$ cat src/rtl/energy_logger_pkg.sv
// Shared widths, record layout and sample conversion
// for the multi-channel energy logger.
package energy_logger_pkg;

  function automatic int ch_w(input int n);
    return (n > 1) ? $clog2(n) : 1;
  endfunction

  function automatic int cnt_w(input int depth);
    return $clog2(depth) + 1;
  endfunction

  function automatic int rec_peak_lsb(input int dw);
    return dw;
  endfunction

  function automatic int rec_ch_lsb(input int dw);
    return 2 * dw;
  endfunction

  // (x*gain)>>shift clamped to the dw-bit maximum
  function automatic logic [31:0] sat_conv(
    input logic [31:0] x,
    input int          gain,
    input int          shift,
    input int          dw
  );
    logic [31:0] p;
    logic [31:0] mx;
    p  = (x * 32'(gain)) >> shift;
    mx = (32'd1 << dw) - 32'd1;
    return (p > mx) ? mx : p;
  endfunction

endpackage

$ cat src/rtl/sync_fifo.sv
// Synchronous record FIFO with occupancy count;
// FWFT shows the head, otherwise data lands on pop.
module sync_fifo #(
  parameter int WIDTH = 8,
  parameter int DEPTH = 8,
  parameter bit FWFT  = 1'b1,
  localparam int PTR_W = $clog2(DEPTH),
  localparam int CNT_W = PTR_W + 1
) (
  input  logic             clk,
  input  logic             rst_n,
  input  logic             push,
  input  logic [WIDTH-1:0] wdata,
  input  logic             rd_ready,
  output logic             rd_valid,
  output logic [WIDTH-1:0] rdata,
  output logic [CNT_W-1:0] count,
  output logic             full
);

  logic [WIDTH-1:0] mem_q [DEPTH];
  logic [PTR_W-1:0] wr_ptr_q, wr_ptr_d;
  logic [PTR_W-1:0] rd_ptr_q, rd_ptr_d;
  logic [CNT_W-1:0] cnt_q, cnt_d;
  logic [WIDTH-1:0] hold_q, hold_d;
  logic             pop;
  logic             wr_en;

  assign rd_valid = (cnt_q != '0);
  assign full     = (cnt_q == CNT_W'(DEPTH));
  assign count    = cnt_q;
  assign pop      = rd_valid & rd_ready;
  // a pop frees the slot in the same edge
  assign wr_en    = push & (~full | pop);
  assign rdata    = (FWFT && rd_valid) ? mem_q[rd_ptr_q] : hold_q;

  always_comb begin
    wr_ptr_d = wr_ptr_q;
    rd_ptr_d = rd_ptr_q;
    cnt_d    = cnt_q;
    hold_d   = hold_q;
    if (wr_en) wr_ptr_d = wr_ptr_q + 1'b1;
    if (pop)   rd_ptr_d = rd_ptr_q + 1'b1;
    unique case ({wr_en, pop})
      2'b10:   cnt_d = cnt_q + 1'b1;
      2'b01:   cnt_d = cnt_q - 1'b1;
      default: cnt_d = cnt_q;
    endcase
    if (FWFT) begin
      if (rd_valid) hold_d = mem_q[rd_ptr_q];
    end else if (pop) begin
      hold_d = mem_q[rd_ptr_q];
    end
  end

  always_ff @(posedge clk) begin
    if (wr_en) mem_q[wr_ptr_q] <= wdata;
  end

  always_ff @(posedge clk or negedge rst_n) begin
    if (!rst_n) begin
      wr_ptr_q <= '0;
      rd_ptr_q <= '0;
      cnt_q    <= '0;
      hold_q   <= '0;
    end else begin
      wr_ptr_q <= wr_ptr_d;
      rd_ptr_q <= rd_ptr_d;
      cnt_q    <= cnt_d;
      hold_q   <= hold_d;
    end
  end

endmodule

$ cat src/rtl/energy_channel_logger.sv
// Per-channel boost conversion, windowed avg/peak
// accumulation and buffered record readout.
module energy_channel_logger
  import energy_logger_pkg::*;
#(
  parameter int DATA_W     = 8,
  parameter int NUM_CH     = 4,
  parameter int CH_W       = ch_w(NUM_CH),
  parameter int WIN_LOG2   = 4,
  parameter int GAIN       = 3,
  parameter int GAIN_SHIFT = 1,
  parameter int FIFO_DEPTH = 8,
  localparam int REC_W = CH_W + 2 * DATA_W,
  localparam int CNT_W = cnt_w(FIFO_DEPTH)
) (
  input  logic              clk,
  input  logic              rst_n,
  input  logic              in_valid,
  input  logic [CH_W-1:0]   in_ch,
  input  logic [DATA_W-1:0] in_data,
  output logic              rd_valid,
  input  logic              rd_ready,
  output logic [REC_W-1:0]  rd_data,
  output logic [CNT_W-1:0]  fifo_count,
  output logic              overflow,
  input  logic              clr_ovf,
  output logic [7:0]        drop_cnt
);

  localparam int IDX_W    = ch_w(NUM_CH);
  localparam int SUM_W    = DATA_W + WIN_LOG2;
  localparam int PEAK_LSB = rec_peak_lsb(DATA_W);
  localparam int CH_LSB   = rec_ch_lsb(DATA_W);

  logic              s1_valid_q, s1_valid_d;
  logic [CH_W-1:0]   s1_ch_q, s1_ch_d;
  logic [DATA_W-1:0] s1_conv_q, s1_conv_d;

  always_comb begin
    s1_valid_d = in_valid && (32'(in_ch) < NUM_CH);
    s1_ch_d    = in_ch;
    s1_conv_d  = DATA_W'(sat_conv(32'(in_data), GAIN,
                                  GAIN_SHIFT, DATA_W));
  end

  always_ff @(posedge clk or negedge rst_n) begin
    if (!rst_n) begin
      s1_valid_q <= 1'b0;
      s1_ch_q    <= '0;
      s1_conv_q  <= '0;
    end else begin
      s1_valid_q <= s1_valid_d;
      s1_ch_q    <= s1_ch_d;
      s1_conv_q  <= s1_conv_d;
    end
  end

  logic [SUM_W-1:0]    sum_q  [NUM_CH];
  logic [SUM_W-1:0]    sum_d  [NUM_CH];
  logic [DATA_W-1:0]   peak_q [NUM_CH];
  logic [DATA_W-1:0]   peak_d [NUM_CH];
  logic [WIN_LOG2-1:0] cnt_q  [NUM_CH];
  logic [WIN_LOG2-1:0] cnt_d  [NUM_CH];

  logic [IDX_W-1:0]  idx;
  logic [SUM_W-1:0]  sum_nx;
  logic [DATA_W-1:0] peak_nx;
  logic              push;
  logic [REC_W-1:0]  rec;

  assign idx = IDX_W'(s1_ch_q);

  always_comb begin
    sum_d   = sum_q;
    peak_d  = peak_q;
    cnt_d   = cnt_q;
    push    = 1'b0;
    rec     = '0;
    sum_nx  = sum_q[idx] + SUM_W'(s1_conv_q);
    peak_nx = (s1_conv_q > peak_q[idx]) ? s1_conv_q
                                        : peak_q[idx];
    if (s1_valid_q) begin
      // last sample of the window: emit and restart
      if (&cnt_q[idx]) begin
        push                      = 1'b1;
        rec[CH_LSB +: CH_W]       = s1_ch_q;
        rec[PEAK_LSB +: DATA_W]   = peak_nx;
        rec[0 +: DATA_W]          = sum_nx[SUM_W-1 -: DATA_W];
        sum_d[idx]                = '0;
        peak_d[idx]               = '0;
        cnt_d[idx]                = '0;
      end else begin
        sum_d[idx]  = sum_nx;
        peak_d[idx] = peak_nx;
        cnt_d[idx]  = cnt_q[idx] + 1'b1;
      end
    end
  end

  always_ff @(posedge clk or negedge rst_n) begin
    if (!rst_n) begin
      for (int i = 0; i < NUM_CH; i++) begin
        sum_q[i]  <= '0;
        peak_q[i] <= '0;
        cnt_q[i]  <= '0;
      end
    end else begin
      sum_q  <= sum_d;
      peak_q <= peak_d;
      cnt_q  <= cnt_d;
    end
  end

  logic full;
  logic drop;

  sync_fifo #(
    .WIDTH (REC_W),
    .DEPTH (FIFO_DEPTH),
    .FWFT  (1'b1)
  ) u_fifo (
    .clk      (clk),
    .rst_n    (rst_n),
    .push     (push),
    .wdata    (rec),
    .rd_ready (rd_ready),
    .rd_valid (rd_valid),
    .rdata    (rd_data),
    .count    (fifo_count),
    .full     (full)
  );

  assign drop = push & full & ~(rd_valid & rd_ready);

  logic       ovf_q, ovf_d;
  logic [7:0] drop_q, drop_d;
  logic [7:0] drop_base;

  // a drop in the clearing cycle still counts
  always_comb begin
    drop_base = clr_ovf ? 8'd0 : drop_q;
    ovf_d     = clr_ovf ? 1'b0 : ovf_q;
    drop_d    = drop_base;
    if (drop) begin
      ovf_d  = 1'b1;
      drop_d = (&drop_base) ? drop_base : drop_base + 8'd1;
    end
  end

  always_ff @(posedge clk or negedge rst_n) begin
    if (!rst_n) begin
      ovf_q  <= 1'b0;
      drop_q <= '0;
    end else begin
      ovf_q  <= ovf_d;
      drop_q <= drop_d;
    end
  end

  assign overflow = ovf_q;
  assign drop_cnt = drop_q;

endmodule

$ cat config.mk
export PLATFORM = sky130hd
export DESIGN_NAME = energy_channel_logger
export DESIGN_NICKNAME = d
export VERILOG_FILES = /design/src/rtl/energy_logger_pkg.sv /design/src/rtl/sync_fifo.sv /design/src/rtl/energy_channel_logger.sv
export SDC_FILE = /design/constraint.sdc
export NUM_CORES = 1
export LEC_CHECK = 0
export ABC_AREA = 1
export BUFFER_PORTS_ARGS = -buffer_cell sky130_fd_sc_hd__buf_4
export CAP_MARGIN = 15
export CELL_PAD_IN_SITES_DETAIL_PLACEMENT = 1
export CELL_PAD_IN_SITES_GLOBAL_PLACEMENT = 1
export CORE_MARGIN = 5
export CORE_UTILIZATION = 35
export CTS_BUF_LIST = sky130_fd_sc_hd__clkbuf_2 sky130_fd_sc_hd__clkbuf_4 sky130_fd_sc_hd__clkbuf_8
export CTS_CLUSTER_DIAMETER = 120
export CTS_CLUSTER_SIZE = 28
export DETAILED_ROUTE_END_ITERATION = 8
export PLACE_DENSITY = 0.67
export SLEW_MARGIN = 20
export SYNTH_ARGS = -nofsm -noshare
export SYNTH_HDL_FRONTEND = slang
export SYNTH_SLANG_ARGS = --single-unit
$ cat constraint.sdc
create_clock -name clk -period 4.6 [get_ports clk]
set_clock_uncertainty 0.05 [all_clocks]
set_input_delay 0 -clock clk [delete_from_list [all_inputs] [get_ports clk]]
set_output_delay 0 -clock clk [all_outputs]
set_load 0.02 [all_outputs]
==> flow_metrics.py <==
metrics = {
    "sta": {
        "finalHoldViolations": 0,
        "slew_viol_final": 0,
        "rsz0062_at_grt": "false",
        "fmax_mhz": 263,
        "tightest_slew_ns": 0.957,
        "post-route-period-util": 0.828,
        "setup_viol": 0,
        "setup-tns-final_ns": 0,
        "slew-limit-headroom": 0.362,
        "fin_ws_ns": 0.791,
        "fin_crit_ns": 3.81,
    },
    "cells_and_area": {
        "drive_gt1_frac": 0.112,
        "final_util": 0.391,
        "syn_to_final_growth_pct": 11.2,
        "final_nets": 1352,
        "fin_area_sq_um": 14600,
        "final_cells": 1821,
        "diodes": 0,
    },
    "yosys": {
        "synth.distinct_cells": 48,
        "ys_ff_latch": 288,
        "yosysSeqAreaShare": 0.603,
        "netlist_instances": 1249,
        "syn_avg_cell_area_sq_um": 10.5,
        "synth_fp_nets": 1297,
        "synth_warnings": 0,
        "syn-cell-area_sq_um": 13200,
    },
    "setup_path": {
        "cp-end-kind": "flip-flop",
        "worstPathCellList": "nor2_4 -> inv_2 -> o22ai_1 -> nor2_1 -> ha_1 -> a21oi_1 -> o21ai_0 -> nand2_1 -> nand2_1 -> nand2_1 -> nand2_1 -> nand2_1 -> nor2_1",
        "critPathLaunchType": "flip-flop",
        "slowest_stage": "dfrtp_1",
        "crit_fanout": 15,
        "crit_top_cell": "nand2_1",
        "crit_buf_inv": 1,
        "crit_family": "simple AND/OR/NAND/NOR gates",
        "critPathMaxStageDelay_ns": 0.60,
        "critical_path_class": "reg -> reg",
        "worstPathArrival_ns": 4.05,
        "required_ns": 4.84,
    },
    "power": {
        "internal_power_mw": 4.59,
        "swShare": 0.394,
        "comb_power_share": 0.383,
        "power_frac_seq": 0.459,
        "switchingPower_mw": 2.99,
        "vdd_ir_drop_max_mv": 0.302,
        "p_per_area_nw_per_um2": 518,
        "p_leak_nw": 5.79,
        "p_clk_frac": 0.158,
    },
    "global_route": {
        "overflow": 0,
        "grtUsageTotal": 0.161,
        "grt_pass1_wl_um": 54000,
        "grt_pass1_vias": 9660,
        "antenna_found_initial": 0,
        "grt_max_degree": 92,
    },
    "routing": {
        "via_count": 9247,
        "finalWirelength_um": 33400,
        "wl_per_cell_um": 18.3,
        "drtIter0Drc": 501,
        "via_per_inst": 5.08,
        "drc_errors": 0,
        "drtPass1Iterations": 4,
        "detail-route-antenna-nets": 0,
    },
    "floorplanning": {
        "die_area_sq_um": 41600,
        "io_pins": 47,
        "fp.dieH_um": 204,
        "start_util": 0.352,
        "row_count": 71,
        "coreArea_sq_um": 37400,
        "die-width_um": 204,
    },
    "cts": {
        "ctsHoldBuffers": 27,
        "insertion_delay_ns": 0.56,
        "cts-root-buf": "clkbuf_8",
        "clockBufferDepth": 3,
        "cts.clk_slew.worst_paths_ns": 0.18,
        "ctsResizeCount": 0,
        "postCtsSetupRepairBufs": 0,
        "cts_tree": "done",
        "cts_sinks": 288,
        "htreeDepth": 1,
        "cts_made_buffers": 14,
    },
    "placement": {
        "placed_cells": 1772,
        "gp_congestion": 0.778,
        "io_buffer_count": 46,
        "placed_cell_area_sq_um": 14100,
        "post-dp-hpwl_um": 21700,
        "dpl_worst_slack_ns": 0.906,
    },
    "flow_run": {
        "max_cap_violations": 0,
    },
    "worst_hold_path": {
        "hold_class": "in -> reg",
    },
    "status": {
        "outcome": "complete, no violations",
    },
}
-- metrics by stage --
| stage | power, mW | hold WS [ns] |
|---|---|---|
| after floorplan | 5.41 | -0.346 |
| after global placement | 6.34 | 0.0602 |
| after detailed placement | 6.44 | 0.0606 |
| after CTS | 7.67 | 0.0144 |
| after global routing | 8.13 | 0.00848 |
| final | 7.58 | 0.0395 |
-- flip-flops by register name (all words and copies together), names as in the netlist, 3 cells and up --
signal,flops
drop_cnt,8
u_fifo.hold_q,18
s1_conv_q,8
cnt_q,16
u_fifo.rd_ptr_q,3
sum_q,48
peak_q,32
u_fifo.mem_q,144
u_fifo.wr_ptr_q,3
u_fifo.count,4
-- cell usage in the layout (no fill, tap or decap), types with 31 or more instances in the layout --
cell,synthesis,routed
nand4_1,37,37
edfxtp_1,144,144
nand3_1,31,31
nor2_1,117,112
nand2_1,203,203
mux2i_1,35,35
buf_4,0,68
dfrtp_1,144,142
o21ai_0,135,135
inv_1,107,107
-- power groups by stage --
stage	clock network [mW]	logic [mW]	registers, mW
floorplan	0	2.02	3.39
global placement	0	2.82	3.52
detailed placement	0	2.90	3.54
CTS	1.25	2.94	3.48
global route	1.34	3.26	3.53
finish	1.20	2.91	3.48
-- cells in the mapped netlist, drive strengths merged --
| cell | count | share of area |
|---|---|---|
| a211oi | 1 | 0.00057 |
| a21boi | 3 | 0.0017 |
| a21oi | 28 | 0.011 |
| a221oi | 1 | 0.00067 |
| a22oi | 12 | 0.0072 |
| a31oi | 1 | 0.00048 |
| buf | 24 | 0.012 |
| clkbuf | 33 | 0.0094 |
| clkinv | 2 | 0.00057 |
| dfrtp | 144 | 0.27 |
| edfxtp | 144 | 0.33 |
| fa | 3 | 0.0046 |
| ha | 30 | 0.029 |
| inv | 114 | 0.033 |
| mux2i | 35 | 0.027 |
| nand2 | 211 | 0.063 |
| nand3 | 37 | 0.017 |
| nand3b | 11 | 0.0063 |
| nand4 | 39 | 0.020 |
| nor2 | 128 | 0.041 |
| nor3 | 8 | 0.0038 |
| o21a | 7 | 0.0040 |
| o21ai | 144 | 0.055 |
| o21bai | 1 | 0.00057 |
| o221ai | 26 | 0.017 |
| o22ai | 28 | 0.013 |
| o32ai | 6 | 0.0040 |
| or2 | 10 | 0.0049 |
| xnor2 | 5 | 0.0033 |
| xor2 | 13 | 0.0087 |
-- cell type report --
type,instances,area [sq um]
Inverter,116,438
Multi-Input combinational cell,788,4530
Clock buffer,20,244
Sequential cell,288,7930
Clock inverter,2,46.3
Fill cell,4196,22800
Tap cell,511,639
Timing Repair Buffer,96,792
-- metal layers --
metal,GRT usage,vias to the layer above,wire length [um]
met3,0.0152,30,839
met2,0.277,116,16200
met1,0.226,4672,15800
met5,0,-,0
met4,0.0246,0,482
li1,-,4429,-
-- kinds of logic (layout without fill, tap and decap cells) --
group / count (synthesis) / count (layout) / share of synthesized area
compound gates: 258 / 258 / 0.116
xor+xnor: 18 / 18 / 0.0120
fa+ha+maj: 33 / 33 / 0.0331
buf+inv: 173 / 234 / 0.0544
flops: 288 / 288 / 0.603
mux: 35 / 35 / 0.0266
simple gates: 444 / 444 / 0.155
-- final timing paths --
kind | start | to | slack, ns | cells past startpoint
worst max-delay path | idx[0] | u_fifo.mem_q[2][12] | 0.79 | 13
worst min-delay path | in_ch[0] | idx[0] | 0.04 | 2
worst max register to register | idx[0] | u_fifo.mem_q[2][12] | 0.79 | 13
worst min register to register | sum_q[16] | sum_q[16] | 0.46 | 2
max in group asynchronous | rst_n | peak_q[19] | 3.16 | 3
min in group asynchronous | rst_n | cnt_q[6] | 0.06 | 2
-- worst reg2reg max path: cells and delay by family (launching register included) --
kind,cells,cell delay [ns]
compound gates,3,0.40
simple gates,8,1.99
flops,1,0.60
fa+ha+maj,1,0.30
buf+inv,1,0.23
No activity file was read; power rests on OpenSTA's default activity.
